**src/rtl/t08_lcd_bus_arbiter.sv**
```systemverilog
// Two-port round-robin arbiter and WRX strobe sequencer for a write-only 8080-style LCD bus; CSX held per transaction.
// Optional GAP-idle forced release when T08_LCD_ARB_TIMEOUT_EN is defined.
module t08_lcd_bus_arbiter #(
   parameter int WR_LOW      = 2,
   parameter int WR_HIGH     = 2,
   parameter int GAP_TIMEOUT = 1024
) (
   input  logic       clk,
   input  logic       reset,
   input  logic       req0_valid,
   input  logic [7:0] req0_data,
   input  logic       req0_dcx,
   input  logic       req0_last,
   output logic       req0_ready,
   input  logic       req1_valid,
   input  logic [7:0] req1_data,
   input  logic       req1_dcx,
   input  logic       req1_last,
   output logic       req1_ready,
   output logic [7:0] spi_outputs,
   output logic       spi_wrx,
   output logic       spi_rdx,
   output logic       spi_csx,
   output logic       spi_dcx,
   output logic [1:0] grant,
   output logic       busy,
   output logic       timeout
);

   localparam int PH_MAX = (WR_LOW > WR_HIGH) ? WR_LOW : WR_HIGH;
   localparam int CW     = $clog2(PH_MAX) + 1;
   localparam logic [CW-1:0] LO_LOAD = CW'(WR_LOW - 1);
   localparam logic [CW-1:0] HI_LOAD = CW'(WR_HIGH - 1);

   if (WR_LOW < 1 || WR_HIGH < 1 || GAP_TIMEOUT < 1) begin : g_param_check
      $error("t08_lcd_bus_arbiter: WR_LOW, WR_HIGH and GAP_TIMEOUT must be >= 1");
   end

   typedef enum logic [1:0] {IDLE, WR_LO, WR_HI, GAP} state_t;

   state_t        state_q, state_d;
   logic [CW-1:0] cnt_q, cnt_d;
   logic          owner_q, owner_d;
   logic          ptr_q, ptr_d;
   logic          last_q, last_d;
   logic          dcx_q, dcx_d;
   logic [7:0]    data_q, data_d;
   logic          csx_q, wrx_q;
   logic [1:0]    grant_q;
   logic          accept, sel, owner_vld;

`ifdef T08_LCD_ARB_TIMEOUT_EN
   localparam int GW = $clog2(GAP_TIMEOUT + 1);
   logic [GW-1:0] gap_q, gap_d;
   logic          timeout_q, timeout_d;
`endif

   always_comb begin
      state_d   = state_q;
      cnt_d     = cnt_q;
      owner_d   = owner_q;
      ptr_d     = ptr_q;
      last_d    = last_q;
      dcx_d     = dcx_q;
      data_d    = data_q;
      accept    = 1'b0;
      sel       = owner_q;
      owner_vld = owner_q ? req1_valid : req0_valid;
`ifdef T08_LCD_ARB_TIMEOUT_EN
      gap_d     = '0;
      timeout_d = 1'b0;
`endif
      case (state_q)
         IDLE: begin
            // Pointer-preferred port wins; otherwise whichever one is valid.
            sel    = ptr_q ? req1_valid : !req0_valid;
            accept = req0_valid | req1_valid;
         end
         WR_LO: begin
            if (cnt_q == '0) begin
               state_d = WR_HI;
               cnt_d   = HI_LOAD;
            end else begin
               cnt_d = cnt_q - 1'b1;
            end
         end
         WR_HI: begin
            if (cnt_q == '0) begin
               if (last_q) begin
                  state_d = IDLE;
                  ptr_d   = ~owner_q;
               end else begin
                  state_d = GAP;
               end
            end else begin
               cnt_d = cnt_q - 1'b1;
            end
         end
         GAP: begin
            accept = owner_vld;
`ifdef T08_LCD_ARB_TIMEOUT_EN
            if (!owner_vld) begin
               if (gap_q == GW'(GAP_TIMEOUT - 1)) begin
                  state_d   = IDLE;
                  ptr_d     = ~owner_q;
                  timeout_d = 1'b1;
               end else begin
                  gap_d = gap_q + 1'b1;
               end
            end
`endif
         end
         default: state_d = IDLE;
      endcase
      if (accept) begin
         owner_d = sel;
         data_d  = sel ? req1_data : req0_data;
         dcx_d   = sel ? req1_dcx  : req0_dcx;
         last_d  = sel ? req1_last : req0_last;
         state_d = WR_LO;
         cnt_d   = LO_LOAD;
      end
   end

   assign req0_ready = accept && !sel && !reset;
   assign req1_ready = accept &&  sel && !reset;

   // Bus strobes are registered from the next state so they change on the same edge as the FSM.
   always_ff @(posedge clk or posedge reset) begin
      if (reset) begin
         state_q <= IDLE;
         cnt_q   <= '0;
         owner_q <= 1'b0;
         ptr_q   <= 1'b0;
         last_q  <= 1'b0;
         dcx_q   <= 1'b1;
         data_q  <= 8'h00;
         csx_q   <= 1'b1;
         wrx_q   <= 1'b1;
         grant_q <= 2'b00;
      end else begin
         state_q <= state_d;
         cnt_q   <= cnt_d;
         owner_q <= owner_d;
         ptr_q   <= ptr_d;
         last_q  <= last_d;
         dcx_q   <= dcx_d;
         data_q  <= data_d;
         csx_q   <= (state_d == IDLE);
         wrx_q   <= (state_d != WR_LO);
         grant_q <= (state_d == IDLE) ? 2'b00 : (owner_d ? 2'b10 : 2'b01);
      end
   end

`ifdef T08_LCD_ARB_TIMEOUT_EN
   always_ff @(posedge clk or posedge reset) begin
      if (reset) begin
         gap_q     <= '0;
         timeout_q <= 1'b0;
      end else begin
         gap_q     <= gap_d;
         timeout_q <= timeout_d;
      end
   end
   assign timeout = timeout_q;
`else
   assign timeout = 1'b0;
`endif

   assign spi_outputs = data_q;
   assign spi_dcx     = dcx_q;
   assign spi_csx     = csx_q;
   assign spi_wrx     = wrx_q;
   assign spi_rdx     = 1'b1;
   assign grant       = grant_q;
   assign busy        = (state_q != IDLE);

endmodule
```
**config.mk**
```make
export PLATFORM = sky130hd
export DESIGN_NAME = t08_lcd_bus_arbiter
export DESIGN_NICKNAME = d
export VERILOG_FILES = /design/src/rtl/t08_lcd_bus_arbiter.sv
export SDC_FILE = /design/constraint.sdc
export NUM_CORES = 1
export LEC_CHECK = 0
export ABC_AREA = 1
export CORE_ASPECT_RATIO = 1.4
export CORE_UTILIZATION = 45
export CTS_BUF_LIST = sky130_fd_sc_hd__clkbuf_2
export DETAILED_ROUTE_END_ITERATION = 12
export HOLD_SLACK_MARGIN = 0.12
export PLACE_DENSITY = 0.81
export SKIP_LAST_GASP = 1
export SLEW_MARGIN = 10
export SYNTH_ARGS = -nofsm -noshare
export SYNTH_HDL_FRONTEND = slang
export SYNTH_SLANG_ARGS = --single-unit
```
**constraint.sdc**
```tcl
create_clock -name clk -period 3.2 [get_ports clk]
set_input_delay 0.32 -clock clk [delete_from_list [all_inputs] [get_ports clk]]
set_output_delay 0.32 -clock clk [all_outputs]
set_load 0.005 [all_outputs]
```
==> results.md <==
* Yosys warning count at 0
* Top-area cell type share of the netlist area at 37.3%
* Vias in the first global route at 1,038
* Crit start category: flip-flop
* Clock Tree Buf Depth at 2
* # nets final at 227
* Max-cap violations at 0
* Cells after Synth at 160
* Tot GR Track Use at 21.0%
* Top cell type by total area after synthesis: dfrtp_1
* WP data required at 2.88 ns
* Setup crit end kind: output pin
* Tmin final at 2.60 ns
* TritonCTS Sinks at 20
* Pwr/cell area at 958 nW/um2
* Worst Setup Slack post-DPL at 0.809 ns
* DR top layer: met4
* TritonCTS clock tree: built
* Cell Count Post-Placement at 227
* Worst skew pair latency at 0.32 ns
* Worst-margin pin slew at 0.770 ns
* Rel. slew slack at 48.6%
* Critical path type: flip-flop to output pin
* Leakage power at 0.853 nW
* Register area share after synthesis at 44.2%
* RD Place Congestion at 0.805
* Largest net degree at the start of global routing at 21
* Max Fclk at 384 MHz
* Met3 WL post-DR at 107 um
* Die height at 61.6 um
* Overflow after GRT at 0
* Final WS setup at 0.598 ns
* Non-Filler Instances at 231
* Total Power at 0.00151 W
* FP Rows at 21
* Die area at 2740 um2
* CTS buffer count at 3
* Number of buffers added on ports at 39
* Fillcell total at 199
* WHS at 0.466 ns
* Post-CTS sizing at 0
* Peak VDD IR at 0.460 mV
* Wire length on met2 at 1.35 mm
* Top cells by area, synth: dfrtp_1, nand2_1, dfstp_2
* # Post-CTS Setup Buffers at 0
* I/O Pins at 42
* Die width at 44.6 um
* Setup TNS at 0 ns
* Area Growth Syn to Fin at 37.7%
* Total Wirelength at 2.50 mm
* DRC Markers at 0
* Status: completed
* Wire per inst at 10.8 um
* First-pass GRT wire length at 4.18 mm
* Unrepaired setup endpoints after global routing: false
* Post-Syn Area at 1140 um2
* Worst Skew at 0.00655 ns
* Post-route ant nets at 0
* Initial Util at 47.7%
* Core Area at 2390 um2
* Clock-pin slew on the worst setup and hold paths at 0.20 ns
* Multi-input logic area at 523 um2
* Met1 wire length at 1.03 mm
* Drt pass-1 iters at 4
* Slew Viols, Final at 0
* Hold Path Class: input pin to async pin
* Hold Vio Cnt, Final at 0
* Tcrit/Tclk final at 81.3%
* Final setup fails at 0
* Clk root buf: clkbuf_2
* #FFs+latches synth at 20
* FF/Latch Area at 504 um2
* Layout cells sized above 1 at 6.60%
* Avg Cell Area, Syn at 7.13 um2
* Synth Net Count at 189
* Initial DRC count at 40
* Crit path DAT at 2.28 ns
* Routed vias/inst at 4.65
* Vias at 1,075
* Initial antenna violation count at 0
* Post-synth cell types at 19
* Hold-fix buffers at CTS at 0
* Number of antenna diodes at 0
* Hpwl dp at 1.98 mm
* CTS H-tree depth at 1
* Crit-path max FO at 11
through the flow:
| step | utilization (%) | area (um2) |
|---|---|---|
| 2_1_floorplan | - | 1140 |
| 3_3_place_gp | 63.8 | 1530 |
| 3_5_place_dp | 63.8 | 1530 |
| 4_1_cts | 65.7 | 1570 |
| 5_1_grt | 65.7 | 1570 |
| 6_report | 65.7 | 1570 |
cells in the final DEF, fill, tap and decap left out:
master / synthesis / final
nand2_1: 89 / 89
clkdlybuf4s50_1: 0 / 39
dfrtp_1: 17 / 17
inv_1: 15 / 15
nand3_1: 6 / 6
nor2_1: 5 / 5
ha_1: 5 / 5
o21ai_0: 3 / 3
clkbuf_2: 0 / 3
dfstp_2: 3 / 3
nand2_2: 2 / 2
o211ai_1: 2 / 2
conb_1: 2 / 2
inv_2: 1 / 1
nand3_2: 1 / 1
nand2_4: 1 / 1
inv_4: 1 / 1
and3_1: 1 / 1
bufinv_16: 0 / 1
cell families (layout without fill, tap and decap cells):
| group | Yosys count | count (layout) | share of synthesized area [%] |
|---|---|---|---|
| and+or+nand+nor | 105 | 105 | 37.1 |
| buffers and inverters | 23 | 60 | 9.98 |
| DFF | 20 | 20 | 44.2 |
| adders and majority gates | 5 | 5 | 5.48 |
| AOI/OAI and AO/OA | 5 | 5 | 2.63 |
| other | 2 | 2 | 0.658 |
state kept, by name, summed over array words and instances (netlist names):
signal,cells
spi_outputs,8
cnt_q,2
grant,2
state_q,2
last_q,1
owner_q,1
ptr_q,1
spi_csx,1
spi_dcx,1
spi_wrx,1
critical path: stages (launching register included):
cell and delay [ns]:
dfrtp_1 0.42, inv_1 0.10, ha_1 0.25, inv_1 0.10, nand2_1 0.05, nand2_1 0.28
nand3_1 0.15, nor2_1 0.11, clkdlybuf4s50_1 0.51
synthesized netlist by cell type:
master    number
dfstp_2        3
nand2_4        1
nor2_1         5
nand2_2        2
buf_4          2
inv_4          1
and3_1         1
buf_6          2
inv_1         15
inv_2          1
buf_2          2
nand3_1        6
nand2_1       89
ha_1           5
conb_1         2
nand3_2        1
o21ai_0        3
o211ai_1       2
dfrtp_1       17
where the power goes:
part / switching (W) / internal (W) / total [W]
clock network: 0.0000794 / 0.000108 / 0.000187
logic: 0.000502 / 0.000367 / 0.000869
registers: 0.0000672 / 0.000382 / 0.000449
total: 0.000648 / 0.000857 / 0.00151
metal layers:
| layer | global-route usage [%] | vias up |
|---|---|---|
| li1 | - | 549 |
| met1 | 22.8 | 484 |
| met2 | 39.7 | 40 |
| met3 | 2.64 | 2 |
| met4 | 9.52 | 0 |
| met5 | 0 | - |
final cells by class:
class                           instances  share of cell area, %
Clock buffer                            3                  0.955
Timing Repair Buffer                   39                   24.8
Sequential cell                        20                   32.1
Inverter                               17                   4.22
Clock inverter                          1                   1.91
Tap cell                               34                   2.71
Multi-Input combinational cell        117                   33.3
worst paths after layout:
check,start,end,slack (ns),cells after the start
max in group asynchronous,reset,cnt_q[0],2.26,2
hold / removal,reset,spi_outputs[3],0.47,2
min in group clk,spi_dcx,spi_dcx,0.50,2
hold reg to reg,spi_dcx,spi_dcx,0.50,2
setup reg to reg,state_q[1],grant[1],1.57,11
setup / recovery,state_q[0],req0_ready,0.60,8
No activity file was read; power rests on OpenSTA's default activity.
